<file path="src/rtl/interrupt_controller_pkg.sv">
// Encodings shared by the interrupt-entry sequencer, the memory-stage push mux
// and the fetch PC mux.
package interrupt_controller_pkg;

    localparam logic [31:0] DEFAULT_VECTOR_PC = 32'h0000_0000;
    localparam int unsigned DRAIN_CNT_W       = 3;

    typedef enum logic [2:0] {
        ST_IDLE,
        ST_FREEZE,
        ST_DRAIN,
        ST_PUSH_HI,
        ST_PUSH_LO,
        ST_PUSH_FL,
        ST_VECTOR
    } int_state_t;

    typedef enum logic [1:0] {
        SEL_NONE  = 2'b00,
        SEL_PCLO  = 2'b01,
        SEL_PCHI  = 2'b10,
        SEL_FLAGS = 2'b11
    } push_sel_t;

endpackage

</file>
<file path="src/rtl/interrupt_controller_if.sv">
// Interrupt-save interface between the entry sequencer (master) and the
// pipeline / memory stage (slave).
interface interrupt_controller_if #(
    parameter int unsigned PC_W = 32
);
    logic              int_in;
    logic [PC_W-1:0]   pc_in;
    logic [3:0]        flags_in;
    logic              branch_in_flight;
    logic              rti_done;

    logic              pc_stall;
    logic              if_flush;
    logic              id_flush;
    logic              mem_write;
    logic              dec_sp;
    logic              int_mem_selector1;
    logic              int_mem_selector2;
    logic [15:0]       push_data;
    logic              vector_load;
    logic [PC_W-1:0]   vector_pc;
    logic              int_active;
    logic              busy;

    modport master (
        input  int_in, pc_in, flags_in, branch_in_flight, rti_done,
        output pc_stall, if_flush, id_flush, mem_write, dec_sp,
               int_mem_selector1, int_mem_selector2, push_data,
               vector_load, vector_pc, int_active, busy
    );

    modport slave (
        output int_in, pc_in, flags_in, branch_in_flight, rti_done,
        input  pc_stall, if_flush, id_flush, mem_write, dec_sp,
               int_mem_selector1, int_mem_selector2, push_data,
               vector_load, vector_pc, int_active, busy
    );
endinterface

</file>
<file path="src/rtl/interrupt_controller_edge_detect.sv">
// Registers the external interrupt line and produces a one-cycle rising-edge
// pulse.
module int_edge_detect (
    input  logic clk,
    input  logic reset,
    input  logic int_in,
    output logic rise
);
    logic r_int_q;

    always_ff @(posedge clk or posedge reset) begin
        if (reset) r_int_q <= 1'b0;
        else       r_int_q <= int_in;
    end

    assign rise = int_in & ~r_int_q;
endmodule

</file>
<file path="src/rtl/interrupt_controller.sv">
// Interrupt entry sequencer: latches a request and walks the pipeline through
// freeze, flush, drain, a three-word context push and the fetch redirect.
module interrupt_controller
    import interrupt_controller_pkg::*;
#(
    parameter int unsigned     DRAIN_CYCLES = 3,
    parameter int unsigned     PC_W         = 32,
    parameter logic [PC_W-1:0] VECTOR_PC    = PC_W'(DEFAULT_VECTOR_PC)
) (
    input  logic                   clk,
    input  logic                   reset,
    interrupt_controller_if.master bus
);
    int_state_t             r_state, w_state_nxt;
    logic                   r_pending;
    logic                   r_int_active;
    logic [DRAIN_CNT_W-1:0] r_drain_cnt;
    logic [PC_W-1:0]        r_saved_pc;
    logic [3:0]             r_saved_flags;

    logic                   w_rise;
    logic                   w_drain_last;
    logic [31:0]            w_pc32;
    push_sel_t              w_sel;
    logic                   w_pc_stall;
    logic                   w_if_flush;
    logic                   w_id_flush;
    logic                   w_push;
    logic                   w_vector_load;
    logic [15:0]            w_push_data;

    int_edge_detect u_edge (
        .clk    (clk),
        .reset  (reset),
        .int_in (bus.int_in),
        .rise   (w_rise)
    );

    assign w_drain_last = (r_drain_cnt == DRAIN_CNT_W'(1));
    assign w_pc32       = 32'(r_saved_pc);

    always_ff @(posedge clk or posedge reset) begin
        if (reset) r_state <= ST_IDLE;
        else       r_state <= w_state_nxt;
    end

    always_comb begin
        w_state_nxt   = r_state;
        w_pc_stall    = 1'b0;
        w_if_flush    = 1'b0;
        w_id_flush    = 1'b0;
        w_push        = 1'b0;
        w_vector_load = 1'b0;
        w_sel         = SEL_NONE;
        w_push_data   = '0;
        case (r_state)
            ST_IDLE: begin
                if (r_pending && !r_int_active && !bus.branch_in_flight)
                    w_state_nxt = ST_FREEZE;
            end
            ST_FREEZE: begin
                w_pc_stall  = 1'b1;
                w_if_flush  = 1'b1;
                w_id_flush  = 1'b1;
                w_state_nxt = ST_DRAIN;
            end
            ST_DRAIN: begin
                w_pc_stall = 1'b1;
                w_if_flush = 1'b1;
                if (w_drain_last) w_state_nxt = ST_PUSH_HI;
            end
            ST_PUSH_HI: begin
                w_pc_stall  = 1'b1;
                w_push      = 1'b1;
                w_sel       = SEL_PCHI;
                w_push_data = w_pc32[31:16];
                w_state_nxt = ST_PUSH_LO;
            end
            ST_PUSH_LO: begin
                w_pc_stall  = 1'b1;
                w_push      = 1'b1;
                w_sel       = SEL_PCLO;
                w_push_data = w_pc32[15:0];
                w_state_nxt = ST_PUSH_FL;
            end
            ST_PUSH_FL: begin
                w_pc_stall  = 1'b1;
                w_push      = 1'b1;
                w_sel       = SEL_FLAGS;
                w_push_data = {12'b0, r_saved_flags};
                w_state_nxt = ST_VECTOR;
            end
            ST_VECTOR: begin
                w_vector_load = 1'b1;
                w_state_nxt   = ST_IDLE;
            end
            default: w_state_nxt = ST_IDLE;
        endcase
    end

    always_ff @(posedge clk or posedge reset) begin
        if (reset) begin
            r_pending     <= 1'b0;
            r_int_active  <= 1'b0;
            r_drain_cnt   <= '0;
            r_saved_pc    <= '0;
            r_saved_flags <= '0;
        end else begin
            // An edge arriving during FREEZE re-arms pending, queueing one request.
            if (w_rise)                    r_pending <= 1'b1;
            else if (r_state == ST_FREEZE) r_pending <= 1'b0;

            if (r_state == ST_VECTOR) r_int_active <= 1'b1;
            else if (bus.rti_done)    r_int_active <= 1'b0;

            if (r_state == ST_FREEZE) begin
                r_saved_pc  <= bus.pc_in;
                r_drain_cnt <= DRAIN_CNT_W'(DRAIN_CYCLES);
            end

            if (r_state == ST_DRAIN) begin
                r_drain_cnt <= r_drain_cnt - DRAIN_CNT_W'(1);
                if (w_drain_last) r_saved_flags <= bus.flags_in;
            end
        end
    end

    assign bus.pc_stall          = w_pc_stall;
    assign bus.if_flush          = w_if_flush;
    assign bus.id_flush          = w_id_flush;
    assign bus.mem_write         = w_push;
    assign bus.dec_sp            = w_push;
    assign bus.int_mem_selector1 = w_sel[0];
    assign bus.int_mem_selector2 = w_sel[1];
    assign bus.push_data         = w_push_data;
    assign bus.vector_load       = w_vector_load;
    assign bus.vector_pc         = VECTOR_PC;
    assign bus.int_active        = r_int_active;
    assign bus.busy              = (r_state != ST_IDLE);
endmodule

</file>
<file path="src/flat_wrapper.sv">
// flat-port wrapper written by rule: the top's interface ports become plain ports
module interrupt_controller_flat import interrupt_controller_pkg::*;
#(
    parameter int unsigned     DRAIN_CYCLES = 3,
    parameter int unsigned     PC_W         = 32,
    parameter logic [PC_W-1:0] VECTOR_PC    = PC_W'(DEFAULT_VECTOR_PC)
)
  (clk, reset, bus_int_in, bus_pc_in, bus_flags_in, bus_branch_in_flight, bus_rti_done, bus_pc_stall, bus_if_flush, bus_id_flush, bus_mem_write, bus_dec_sp, bus_int_mem_selector1, bus_int_mem_selector2, bus_push_data, bus_vector_load, bus_vector_pc, bus_int_active, bus_busy);
  interrupt_controller_if #(.PC_W(PC_W)) bus_i ();
  input  logic clk;
  input  logic reset;
  input wire logic [$bits(bus_i.int_in)-1:0] bus_int_in;
  input wire logic [$bits(bus_i.pc_in)-1:0] bus_pc_in;
  input wire logic [$bits(bus_i.flags_in)-1:0] bus_flags_in;
  input wire logic [$bits(bus_i.branch_in_flight)-1:0] bus_branch_in_flight;
  input wire logic [$bits(bus_i.rti_done)-1:0] bus_rti_done;
  output wire logic [$bits(bus_i.pc_stall)-1:0] bus_pc_stall;
  output wire logic [$bits(bus_i.if_flush)-1:0] bus_if_flush;
  output wire logic [$bits(bus_i.id_flush)-1:0] bus_id_flush;
  output wire logic [$bits(bus_i.mem_write)-1:0] bus_mem_write;
  output wire logic [$bits(bus_i.dec_sp)-1:0] bus_dec_sp;
  output wire logic [$bits(bus_i.int_mem_selector1)-1:0] bus_int_mem_selector1;
  output wire logic [$bits(bus_i.int_mem_selector2)-1:0] bus_int_mem_selector2;
  output wire logic [$bits(bus_i.push_data)-1:0] bus_push_data;
  output wire logic [$bits(bus_i.vector_load)-1:0] bus_vector_load;
  output wire logic [$bits(bus_i.vector_pc)-1:0] bus_vector_pc;
  output wire logic [$bits(bus_i.int_active)-1:0] bus_int_active;
  output wire logic [$bits(bus_i.busy)-1:0] bus_busy;
  assign bus_i.int_in = bus_int_in;
  assign bus_i.pc_in = bus_pc_in;
  assign bus_i.flags_in = bus_flags_in;
  assign bus_i.branch_in_flight = bus_branch_in_flight;
  assign bus_i.rti_done = bus_rti_done;
  assign bus_pc_stall = bus_i.pc_stall;
  assign bus_if_flush = bus_i.if_flush;
  assign bus_id_flush = bus_i.id_flush;
  assign bus_mem_write = bus_i.mem_write;
  assign bus_dec_sp = bus_i.dec_sp;
  assign bus_int_mem_selector1 = bus_i.int_mem_selector1;
  assign bus_int_mem_selector2 = bus_i.int_mem_selector2;
  assign bus_push_data = bus_i.push_data;
  assign bus_vector_load = bus_i.vector_load;
  assign bus_vector_pc = bus_i.vector_pc;
  assign bus_int_active = bus_i.int_active;
  assign bus_busy = bus_i.busy;
  interrupt_controller #(.DRAIN_CYCLES(DRAIN_CYCLES), .PC_W(PC_W), .VECTOR_PC(VECTOR_PC)) u_core (.clk(clk), .reset(reset), .bus(bus_i));
endmodule
</file>
<file path="config.mk">
export PLATFORM = sky130hd
export DESIGN_NAME = interrupt_controller_flat
export DESIGN_NICKNAME = d
export VERILOG_FILES = /design/src/rtl/interrupt_controller_pkg.sv /design/src/rtl/interrupt_controller_if.sv /design/src/rtl/interrupt_controller_edge_detect.sv /design/src/rtl/interrupt_controller.sv /design/src/flat_wrapper.sv
export SDC_FILE = /design/constraint.sdc
export NUM_CORES = 1
export LEC_CHECK = 0
export CORE_MARGIN = 2
export CORE_UTILIZATION = 38
export DETAILED_ROUTE_END_ITERATION = 16
export GPL_ROUTABILITY_DRIVEN = 0
export PLACE_DENSITY = 0.81
export SYNTH_ARGS = -nofsm -noshare
export SYNTH_HDL_FRONTEND = slang
export SYNTH_HIERARCHICAL = 1
export SYNTH_SLANG_ARGS = --single-unit
</file>
<file path="constraint.sdc">
create_clock -name clk -period 1.8 [get_ports clk]
set_clock_uncertainty 0.15 [all_clocks]
set_input_delay 0.36 -clock clk [delete_from_list [all_inputs] [get_ports clk]]
set_output_delay 0.36 -clock clk [all_outputs]
set_load 0.01 [all_outputs]
</file>
Word-level counts from Yosys, hierarchy flattened
Index checks and enable logic that the tools add are counted.

storage, ports and cells
  register bits after elaboration = 45
  bits in latches = 0
  memory bits (writable) = 0
  bits in read-only memories = 0
  input bits = 41
  output and inout port bits = 58
  logic and storage cells = 49
  memories = 0

cells by class
  add/subtract/negate cells = 1
  multipliers = 0
  div/mod/pow operators = 0
  order comparisons = 0
  eq/ne operators = 9
  shifts and indexed selects = 0
  multiplexer cells = 16
  bitwise logic cells = 2
  reductions and logical operators = 14

operators by type and width
  operator               number
  $pmux W16 S3           1
  $pmux W3 S6            1
  $mux W3                4
  $eq A3 B3 Y1 const B   3
  $mux W1                9
  $eq A3 B1 Y1 const B   2
  $eq A3 B2 Y1 const B   2
  $pmux W2 S3            1
  $reduce_bool A2 Y1     3
  $reduce_or A5 Y1       1
  $ne A2 B1 Y1 const B   2
  $reduce_and A2 Y1      2
  $logic_not A3 Y1       1
  $reduce_bool A3 Y1     1
  $reduce_or A3 Y1       1
  $sub A3 B1 Y3 const B  1
  $logic_and A1 B1 Y1    2
  $logic_not A1 Y1       2
  $reduce_or A2 Y1       1
  $and A1 B1 Y1          1
  $not A1 Y1             1

Logic depth before layout (Yosys ltp)
  depth in word-level cells = 5
  mapped depth = 8
  depth with buffers taken out = 5

Cells and area by module
Netlist, hierarchy kept.

modules (own cells, without submodules)
  module                instances  cells an instance  area each (µm²)  seq. area each (µm²)
  interrupt_controller  1          186                2,283.4          1,101.1
  int_edge_detect       1          3                  42.5             25.0

Worst setup path before layout
No wires, ideal clock.

  kind = reg-to-output
  from = register u_core.r_state[2]
  to = output port bus_mem_write
  data arrival time = 1.455 ns
  required time = 1.290 ns
  path slack = -0.165 ns
  stages on the path, launching flop included = 9
  buffers on the path = 5
  path through = dfrtp_1 -> buf_4 -> nor2b_1 -> buf_2 -> and2_1 -> buf_2 -> buf_6 -> or2_1 -> buf_4

between the ends
  longest elaborated chain between the ends = 3
  elaborated cells between the ends (all ways) = 5
  those cells by class = eq/ne: 3; mux: 1; reduce/logical: 1

RTL lines
  item                                          line                        text
  start: declaration                            interrupt_controller.sv:14  int_state_t r_state, w_state_nxt;
  start signal: assignment                      interrupt_controller.sv:44  else r_state <= w_state_nxt;
  $eq A3 B2 Y1 or $eq A3 B3 Y1 (tied branches)  interrupt_controller.sv:56  case (r_state)
  $reduce_or A3 Y1 (no line) *                  -
  $mux W1 *                                     interrupt_controller.sv:56
  end: declaration                              flat_wrapper.sv:20          output wire logic [$bits(bus_i.mem_write)-1:0] bus_mem_write;

Every way passes the cells marked *; elsewhere a longest branch is shown, timed or not.

Worst setup path in the final report
  from = register u_core.r_state[1]
  to = output port bus_push_data[10]

between the ends
  longest elaborated chain between the ends = 2
  elaborated cells between the ends (all ways) = 4
  those cells by class = eq/ne: 3; mux: 1

RTL lines
  item                                          line                        text
  $eq A3 B3 Y1 or $eq A3 B2 Y1 (tied branches)  interrupt_controller.sv:56
  $pmux W16 S3 *                                interrupt_controller.sv:56
  end: declaration                              flat_wrapper.sv:24          output wire logic [$bits(bus_i.push_data)-1:0] bus_push_data;

Marks and branches as above.

==> results by group <==
Outcome
  • Status: finished, violations left
  • Failing checks: setup timing

Pwr
  • Comb pwr share: roughly 55%
  • P_leak: 1.63 nW
  • P_int: 3.67 mW
  • Clk network pwr share: between 10 and 15%
  • Reg power frac: between 30% and 40%
  • Tot Pwr: between 5 and 6 mW
  • Peak supply drop: 0.834 mV
  • Sw frac: 32.9%
  • Cell area power density: 1590 nW/um^2
  • P_sw: ~1.8 mW

Drt
  • Vias per cell: 4.84
  • Initial DRC count: 82
  • Final wirelength: between 5 and 6 mm
  • # DRC: 0
  • Wirelength per Cell: roughly 16 microns
  • First-pass DRT Iterations: 4
  • DRT antenna net count: 0
  • Vias: between 1500 and 2000

Critical path
  • Critical path origin: u_core/r_state[1]
  • R2r startpoint: u_core/r_state[1]
  • R2R setup slack: -0.06 ns
  • Startpoint types: flop
  • Crit Path Max Fanout: 12
  • Worst path arrival time: around 1.5 ns
  • Crit path to: bus_push_data[10]
  • Reg2reg path depth: 7
  • Critical path class: flop to output pin
  • Crit path capture type: output pin
  • Reg-to-Reg End: u_core/r_saved_pc[28]
  • Worst Path Required: approximately 1.3 ns

Global routing
  • Vias in the first global route: between 1500 and 2000
  • Initial antenna violation count: 0
  • Congestion Overflow GR: 0
  • Global-route wire length before repair: 8.58 mm
  • Largest net degree at the start of global routing: 45
  • Total GRT Usage: roughly 17%

Synth
  • Synthesized area: between 2000 and 2500 sq um
  • Post-synth EDFFs: 0
  • Post-synth top area cell: dfrtp_1
  • Unique masters post-synth: 34
  • Top cell type's share of synthesized area: 48.4%
  • Yosys warnings: 6
  • Share of synthesized registers carrying an async set or reset: 100%
  • Syn avg cell area: 12.3 sq um
  • Post-synth top flop: dfrtp_1
  • Synthesized instance count: approximately 190
  • Top-count cell post-synth: dfrtp_1
  • Dominant cells by area after synthesis: dfrtp_1, mux2_2, buf_4
  • Post-synthesis sequential area ratio: between 40% and 50%
  • Most frequent cells after synthesis: dfrtp_1, buf_4, mux2_2
  • FF+latch count, synth: between 40 and 50

Placement
  • Place WS: -0.363 ns
  • Port bufs: 66
  • Inst Count DP: between 300 and 400
  • Detailed Place HPWL: ~3.6 mm

Min path
  • Hold WC Path Type: input port to asynchronous set/reset pin

Timing
  • Final setup margin: -0.248 ns
  • Tmin final: 2.05 ns
  • Hold Violations, Final: 0
  • RSZ-0062 raised after global routing: true
  • Final Slew Violations: 0
  • Max Freq: between 400 and 500 MHz
  • # setup viols final: 46
  • Final Cycle Share: 114%
  • Fin Hold WS: roughly 0.12 ns

Floorplan
  • Number of top-level pins: 99
  • Total Die Area: about 6800 sq um
  • Initial Utilization: between 30% and 40%
  • Core box area: between 5000 and 6000 sq um
  • Rows: 28
  • Die Width: between 80 and 90 microns
  • Die Y: 82.2 microns

Clocking
  • Hold buffers post-CTS: 0
  • H-Tree Depth: 2
  • Clock buffers created by TritonCTS: 5
  • Worst-skew pair later-pin latency: roughly 0.29 ns
  • CTS Root Cell: clkbuf_8
  • Clock transition at the registers of the reported paths: approximately 0.08 ns
  • Clock buffer depth: 2
  • TritonCTS Sinks: between 40 and 50
  • CTS tree: yes

Job
  • Max cap viols: 0

Finish
  • Final cell count without fillers: between 300 and 400
  • Final nets: 327
  • Syn-to-layout area delta: 47.8%
  • Layout cells sized above 1: between 40% and 50%
  • FILL cells: 470
  • Antenna cells: 0
cell type report:
cell class              instances  area (sq um)  area share (%)
repair buffers                101          1000            29.2
flip-flops and latches         45          1130            32.8
inverters                       8          35.0            1.02
multi-input cells             123          1090            31.6
clock inverters                 1          7.51           0.218
well taps                      75          93.8            2.73
clock buffers                   6          82.6            2.40
repair_timing:
| action | in CTS | in global routing |
|---|---|---|
| buffers inserted | 12 | 6 |
| resized for setup | 136 | 27 |
| cloned | 2 | 1 |
| pin swaps | 8 | 8 |
| endpoints found under the hold margin | 0 | 0 |
| endpoints found under the setup margin | 58 | 51 |
logic make-up after synthesis:
logic type	share of synthesized area, %
AOI/OAI and AO/OA	11.1
and+or+nand+nor	5.54
adders and majority gates	1.08
muxes	17.9
xor gates and xnor gates	0.377
other	0.161
DFF	48.4
buffers and inverters	15.4
worst min path at each step:
stage                                startpoint  slack [ns]                     to
after floorplan                           reset       -0.06  u_core/u_edge/r_int_q
after global placement    u_core/r_saved_pc[28]        0.32  u_core/r_saved_pc[28]
after detailed placement   u_core/r_saved_pc[3]        0.33   u_core/r_saved_pc[3]
after CTS                                 reset        0.11  u_core/u_edge/r_int_q
after global routing                      reset        0.14  u_core/u_edge/r_int_q
final                                     reset        0.12  u_core/u_edge/r_int_q
metrics by stage:
| step | area [sq um] | utilization [%] | TNS [ns] |
|---|---|---|---|
| after floorplan | 2460 | - | -0.112 |
| after global placement | 3030 | 51.2 | -14.15 |
| after detailed placement | 3030 | 51.2 | -15.71 |
| after CTS | 3280 | 55.5 | -5.04 |
| after global routing | 3440 | 58.1 | -7.79 |
| final | 3440 | 58.1 | -5.43 |
flip-flops by register name, indices dropped and copies added, names as in the netlist:
signal	cells
u_core/r_pending	1
u_core/r_saved_pc	32
u_core/u_edge/r_int_q	1
u_core/r_drain_cnt	3
u_core/r_state	3
u_core/r_saved_flags	4
u_core/bus.int_active	1
cells in the final DEF, fill, tap and decap left out, drive strengths merged, types with 2 or more instances in the layout:
cell           netlist  routed
a21oi                4       4
a22o                20      20
and2                 2       2
buf                 44      59
clkbuf               0       7
clkdlybuf4s50        0      41
conb                 1      32
dfrtp               45      45
ha                   2       2
inv                  8       8
mux2                37      37
nor2                 5       5
nor2b                2       2
o21ai                2       2
o22a                 2       2
or2                  2       2
routing by layer:
| layer | GRT usage [%] | up-vias | share of wire [%] |
|---|---|---|---|
| li1 | - | 782 | - |
| met2 | 28.5 | 81 | 51 |
| met5 | 0 | - | 0 |
| met4 | 4.67 | 0 | 1.1 |
| met1 | 21.6 | 870 | 42 |
| met3 | 3.37 | 4 | 6.1 |
power groups by stage:
stage	sequential [mW]	clock [mW]	combinational, mW
after floorplan	1.71	0	1.51
after global placement	1.79	0	2.18
after detailed placement	1.82	0	2.25
after CTS	1.81	0.637	2.61
after global routing	1.89	0.686	3.21
final	1.84	0.636	3.00
worst max-delay path: stages, from the launching register on:
cell and delay, ns:
dfrtp_1 0.41, nor2b_4 0.15, and2_4 0.17, buf_12 0.14, a22o_1 0.23, buf_2 0.14
(Power assumes the default switching activity.)
